===== src/rtl/counter_ctrl.sv =====
// counter_ctrl: sequencing controller for the counting datapath.
// Owns the count register and handles run/pause/clear commands, a clock
// prescaler (DIV ck cycles per count step), a programmable terminal value
// and a one-shot or auto-reload policy.
//
// Parameters:
//   WIDTH      count and limit width
//   DIV        ck cycles per count step (1..256)
// Ports:
//   ck         clock, rising edge
//   res        asynchronous active-high reset
//   start      begin or resume counting
//   pause      freeze count and prescaler
//   clear      abort and return to zero/idle
//   limit      terminal count, captured on start from IDLE or DONE
//   autoreload reload policy, captured together with limit
//   q          current count (registered)
//   busy       high in RUN or HOLD (registered)
//   done       one-cycle pulse when the terminal count is reached
//   state      IDLE=00, RUN=01, HOLD=10, DONE=11
module counter_ctrl #(
  parameter int unsigned WIDTH = 4,
  parameter int unsigned DIV   = 4
) (
  input  logic             ck,
  input  logic             res,
  input  logic             start,
  input  logic             pause,
  input  logic             clear,
  input  logic [WIDTH-1:0] limit,
  input  logic             autoreload,
  output logic [WIDTH-1:0] q,
  output logic             busy,
  output logic             done,
  output logic [1:0]       state
);

  // A one-bit prescaler is kept for DIV=1 so the compare is always legal;
  // with PMAX=0 every RUN cycle ticks.
  localparam int unsigned   PW   = (DIV > 1) ? $clog2(DIV) : 1;
  localparam logic [PW-1:0] PMAX = PW'(DIV - 1);

  typedef enum logic [1:0] {
    IDLE = 2'b00,
    RUN  = 2'b01,
    HOLD = 2'b10,
    DONE = 2'b11
  } state_t;

  state_t           st;
  logic [PW-1:0]    presc;
  logic [WIDTH-1:0] lim_r;
  logic             ar_r;

  assign state = st;

  // Command priority is clear > pause > start; lower-priority commands are
  // only examined when no higher one is asserted.
  always_ff @(posedge ck or posedge res) begin
    if (res) begin
      st    <= IDLE;
      q     <= '0;
      presc <= '0;
      lim_r <= '0;
      ar_r  <= 1'b0;
      done  <= 1'b0;
      busy  <= 1'b0;
    end else begin
      done <= 1'b0;
      case (st)
        IDLE: begin
          q <= '0;
          if (!clear && !pause && start) begin
            st    <= RUN;
            busy  <= 1'b1;
            lim_r <= limit;
            ar_r  <= autoreload;
            presc <= '0;
          end
        end

        RUN: begin
          if (clear) begin
            st    <= IDLE;
            busy  <= 1'b0;
            q     <= '0;
            presc <= '0;
          end else if (pause) begin
            st <= HOLD;
          end else if (presc == PMAX) begin
            presc <= '0;
            // Terminal compare precedes the increment, so q never passes lim_r.
            if (q == lim_r) begin
              done <= 1'b1;
              if (ar_r) begin
                q <= '0;
              end else begin
                st   <= DONE;
                busy <= 1'b0;
              end
            end else begin
              q <= q + WIDTH'(1);
            end
          end else begin
            presc <= presc + PW'(1);
          end
        end

        HOLD: begin
          if (clear) begin
            st    <= IDLE;
            busy  <= 1'b0;
            q     <= '0;
            presc <= '0;
          end else if (!pause && start) begin
            // Prescaler keeps its frozen phase on resume.
            st <= RUN;
          end
        end

        DONE: begin
          q <= lim_r;
          if (clear) begin
            st    <= IDLE;
            busy  <= 1'b0;
            q     <= '0;
            presc <= '0;
          end else if (!pause && start) begin
            st    <= RUN;
            busy  <= 1'b1;
            q     <= '0;
            presc <= '0;
            lim_r <= limit;
            ar_r  <= autoreload;
          end
        end

        default: st <= IDLE;
      endcase
    end
  end

endmodule


===== config.mk =====
export PLATFORM = sky130hd
export DESIGN_NAME = counter_ctrl
export DESIGN_NICKNAME = d
export VERILOG_FILES = /design/src/rtl/counter_ctrl.sv
export SDC_FILE = /design/constraint.sdc
export NUM_CORES = 1
export LEC_CHECK = 0
export CAP_MARGIN = 20
export CORE_AREA = 4 4 50 52
export CTS_BUF_LIST = sky130_fd_sc_hd__clkbuf_8
export DETAILED_ROUTE_END_ITERATION = 7
export DIE_AREA = 0 0 54 56
export PLACE_DENSITY = 0.72
export SYNTH_ARGS = -nofsm -noshare
export SYNTH_HDL_FRONTEND = slang
export SYNTH_SLANG_ARGS = --single-unit

===== constraint.sdc =====
create_clock -name ck -period 1.9 [get_ports ck]
set_clock_uncertainty 0.1 [all_clocks]
set_input_delay 0.19 -clock ck [delete_from_list [all_inputs] [get_ports ck]]
set_output_delay 0.19 -clock ck [all_outputs]
set_load 0.05 [all_outputs]

# --- Yosys cells after proc, flatten, opt, wreduce, memory -nomap -nowiden ---
# Index checks and enable logic that the tools add are counted.
word_totals:
  ff_bits: 15
  in_bits: 10
  elab_cells: 90
op_classes:
  add_sub_neg: 2
  eq_ne: 19
  muxes: 49
  n_reduce_logical: 13
ops:
  columns: ["op", "n"]
  rows:
  - ["$mux 4", 11]
  - ["$mux 2", 15]
  - ["$mux 1", 17]
  - ["$ne 4x4->1 const B", 4]
  - ["$pmux 4 s4", 1]
  - ["$ne 3x3->1 const B", 5]
  - ["$reduce_and 4->1", 3]
  - ["$ne 2x2->1 const B", 4]
  - ["$pmux 2 s4", 1]
  - ["$pmux 4 s2", 1]
  - ["$reduce_and 7->1", 1]
  - ["$eq 2x2->1 const B", 3]
  - ["$pmux 2 s3", 1]
  - ["$reduce_and 5->1", 1]
  - ["$add 4x1->4 const B", 1]
  - ["$eq 4x4->1", 1]
  - ["$pmux 1 s4", 1]
  - ["$logic_and 1x1->1", 3]
  - ["$ne 3x1->1 const B", 1]
  - ["$add 2x1->2 const B", 1]
  - ["$eq 2x1->1 const B", 1]
  - ["$logic_not 1->1", 2]
  - ["$logic_not 2->1", 1]
  - ["$pmux 1 s2", 1]
  - ["other kinds (2)", 2]

# --- Logic depth before layout (Yosys ltp) ---
depth:
  depth_word: 6
  mapped_depth: 8

# --- Worst setup path after synthesis ---
# Ideal clock, no wire load.
synth_path:
  path_kind: "register -> register"
  from: "register st[0] (netlist: state[0])"
  to: "register q[3]"
  setup_time_ns: 0.126
  arrival_time_ns: 1.891
  setup_slack_ns: -0.217
  stages_incl_launch_ff: 7
  path_buffers: 0
  cell_sequence: "dfrtp_1 > inv_1 > ha_1 > nor3b_1 > or3_1 > nand2_1 > a221o_1"
synth_between:
  elab_chain_len: 3
  word_cells_on_any_way: 10
  classes_between: "7 x eq/ne; 1 x mux; 2 x reduce/logical"
synth_rtl:
  columns: ["item", "line", "rtl"]
  rows:
  - ["start, declared", "50", "state_t st;"]
  - ["start signal, assigned", "61", "st <= IDLE;"]
  - ["start signal, assigned", "74", "st <= RUN;"]
  - ["start signal, assigned", "84", "st <= IDLE;"]
  - ["$eq 2x1->1 or $eq 2x2->1 (tied branches)", "70", "case (st)"]
  - ["$ne 4x4->1 (no source line) (tied with other cells)", null, null]
  - ["$reduce_and 4->1 (no source line)", null, null]
  - ["end signal, assigned", "102", "q <= q + WIDTH'(1);"]
  - ["end signal, assigned", "122", "q <= lim_r;"]
  - ["end, declared", "32", "output logic [WIDTH-1:0] q,"]
# Parallel ways exist; a longest one is shown, timed or not.
# A chain may end at the register's enable or synchronous reset.

# --- Worst setup path after layout ---
layout_path:
  from: "register lim_r[3]"
  to: "register busy"
layout_between:
  elab_chain_len: 3
layout_rtl:
  columns: ["item", "line", "rtl"]
  rows:
  - ["start, declared", "52", "logic [WIDTH-1:0] lim_r;"]
  - ["start signal, assigned", "76", "lim_r <= limit;"]
  - ["start signal, assigned", "133", "lim_r <= limit;"]
  - ["$eq 4x4->1", "93", "if (q == lim_r) begin"]
  - ["$ne 3x3->1 (no source line)", null, null]
  - ["$reduce_and 7->1 (no source line)", null, null]
  - ["end signal, assigned", "85", "busy <= 1'b0;"]
  - ["end signal, assigned", "99", "busy <= 1'b0;"]
  - ["end signal, assigned", "112", "busy <= 1'b0;"]
  - ["end, declared", "33", "output logic busy,"]
# Every way passes these cells.

==> flow_summary.toml <==
[status]
outcome = "finished, final reports clean"

[pwr]
p_total_mw = 1.94
peakVddDrop_mv = 0.816
powerDensity_mw_per_mm2 = 1450
p_leak_nw = 0.608

[layout]
drive_above_1_share_pct = 34.4
fillers = 162
multi_input_area_um2 = 592
n_antenna_cell = 0
nets = 143
regArea_um2 = 383
syn2layout_area_growth_pct = 39.4
utilization_pct = 63.5

[yosys]
synthMuxAreaShare_pct = 11.0
syn_inst = 93
synth_common_cells = "dfrtp_1 (15), nor2_1 (9), ha_1 (7), mux2_2 (7), inv_1 (6)"
synth_area_leader_cell = "dfrtp_1"
synth_compound_area_share_pct = 14.9
synthAdderAreaFrac_pct = 9.13
synthSimpleGateAreaFrac_pct = 19.4
synth_xor_area_share_pct = 3.65
synth.most_common_cell = "dfrtp_1"
synth_top_area_share_pct = 39.1
synth_nets = 110
synth_edf_count = 0
yosysWarnings = 0
seq_area_frac_synth_pct = 39.1
synthFlopType = "dfrtp_1"
synth_seq_cells = 15
syn-cell-area_um2 = 960
synthDistinctLibCells = 34
netlist_top_cells_area = "dfrtp_1 (39%), ha_1 (9.1%), mux2_2 (8.2%), xor2_1 (3.7%), nor2_1 (3.5%)"
synth_async_sr_flop_share_pct = 100
synth_top_family_by_area = "simple AND/OR/NAND/NOR gates"
avgSynthCellArea_um2 = 10.3

[timing]
hold_viol_final = 0
grt_setup_unrepaired = "yes"
min_period_ns = 1.89
worst_pin_slew_ns = 0.549
relSlewSlack_pct = 63.4
drv_slew = 0
timing.final.crit_share_pct = 99.3
fmax_ghz = 0.530
finalSetupViolCount = 0
setup_ws_ns = 0.0140
whs_ns = 0.178

[grt]
overflow = 0
antenna_found_initial = 0
grt_pass1_vias = 772
grt_usage_pct = 14.7
grt_max_degree = 16
grt_pass1_wl_um = 3350

[drt]
routedLengthMet1_um = 960
drc_errors = 0
num_vias = 821
ant_nets = 0
topRoutingLayerUsed = "met4"
vias_per_cell = 5.37
post_drt_wl_per_cell_um = 14.1
drt_first_pass_iters = 4
dr_wl_met2_um = 1070
drt_iter0_drc = 21
route.met3.wl_um = 81
route.final.wire_length_um = 2150

[clocking]
clockBufferDepth = 2
cts_num_sinks = 15
htree_levels = 1
clkTransAtPathRegs_ns = 0.06
clock_latency_ns = 0.25
cts_buffers = 3
root_buffer = "clkbuf_8"
cts_tree = "done"

[floorplan]
start_util_pct = 45.6
dieHeight_um = 56
core_mm2 = 0.00211
dieArea_mm2 = 0.00302
die_w_um = 54
io_pins = 18
num_rows = 17

[critical_path]
critPathLaunchType = "register"
crit_fanout = 6
critPathCaptureType = "register"
crit_path_cell_trace = "xor2_2, nor4_4, and3b_2, o21ai_2, mux2_4"
crit_type = "reg2reg"
critPathMaxStageDelay_ns = 0.41
cp.arrival_ns = 1.93
critPathSlowestCell = "dfrtp_1"
critPathBufInv = 0
required_ns = 1.94
rrSetupSlack_ns = 0.01
path_delay_family = "simple AND/OR/NAND/NOR gates"

[min_path]
holdCritPathClass = "in2async"

[place]
port_buffers = 17
detailedPlace.worstSlack_ns = -0.0171
routabilityCongestion = 0.817
dp_hpwl_um = 1620

[flow_run]
maxCapViolCount = 0
metal layers:
metal | track usage, % | vias to the layer above
met5 | 0 | -
met4 | 6.41 | 0
met3 | 2.41 | 5
met2 | 21.8 | 23
met1 | 20.6 | 393
li1 | - | 400
where the power goes:
group | internal (mW) | switching, mW | total (mW)
logic | 0.490 | 0.614 | 1.10
clock network | 0.143 | 0.120 | 0.263
registers | 0.447 | 0.122 | 0.569
total | 1.08 | 0.856 | 1.94
flip-flops by register name, summed over array words and instances (netlist names):
signal  count
q           4
state       2
done        1
ar_r        1
busy        1
presc       2
lim_r       4
final cells by class:
cell class              count  area share, %
clock inverters             1          0.281
inverters                   6           1.87
well taps                  28           2.62
repair buffers             29           19.3
clock buffers               3           3.09
flip-flops and latches     15           28.6
multi-input cells          71           44.2
path summary, 6_finish.rpt:
kind                                            from              endpoint  depth (start not counted)
worst max-delay path            lim_r[3]$_DFFE_PP0P_      busy$_DFFE_PP0P_                          5
worst max register to register  lim_r[3]$_DFFE_PP0P_      busy$_DFFE_PP0P_                          5
worst min-delay path                             res  state[1]$_DFFE_PP0P_                          2
min in group ck                     busy$_DFFE_PP0P_      busy$_DFFE_PP0P_                          1
worst min register to register      busy$_DFFE_PP0P_      busy$_DFFE_PP0P_                          1
max in group asynchronous                        res      q[0]$_DFFE_PP0P_                          2
kinds of logic after synthesis:
kind of cell | count (synthesis)
multiplexers | 9
AND/OR/NAND/NOR | 32
AO/OA/AOI/OAI | 19
buffers and inverters | 7
XOR/XNOR | 4
adder cells (fa/ha/maj) | 7
flip-flops | 15
what timing repair did:
| action | CTS | global route |
|---|---|---|
| hold buffers | 0 | 0 |
| setup endpoints to repair | 0 | 7 |
| buffers inserted | 0 | 2 |
| resized for setup | 0 | 6 |
layout by cell type, fill, tap and decap left out, types with 2 or more instances in the layout:
cell type / instances
inv_1: 5
clkdlybuf4s50_1: 16
o21ai_1: 2
dfrtp_1: 9
nor3_1: 2
nand3_1: 2
nand2_1: 4
nor3b_1: 3
dfrtp_2: 6
and3_1: 3
buf_4: 13
clkbuf_8: 3
nand2b_1: 2
mux2_2: 7
o21ai_0: 3
ha_1: 5
xor2_1: 3
a21oi_1: 3
nor2_1: 9
a22oi_1: 2
per-stage QoR:
stage,setup TNS [ns],area (um^2),instances
after floorplan,-0.0315,985,93
after global placement,0,1260,147
after detailed placement,-0.0178,1260,147
after CTS,0,1300,151
after global routing,-0.108,1340,153
final,0,1340,153
No activity file was read; power rests on OpenSTA's default activity.
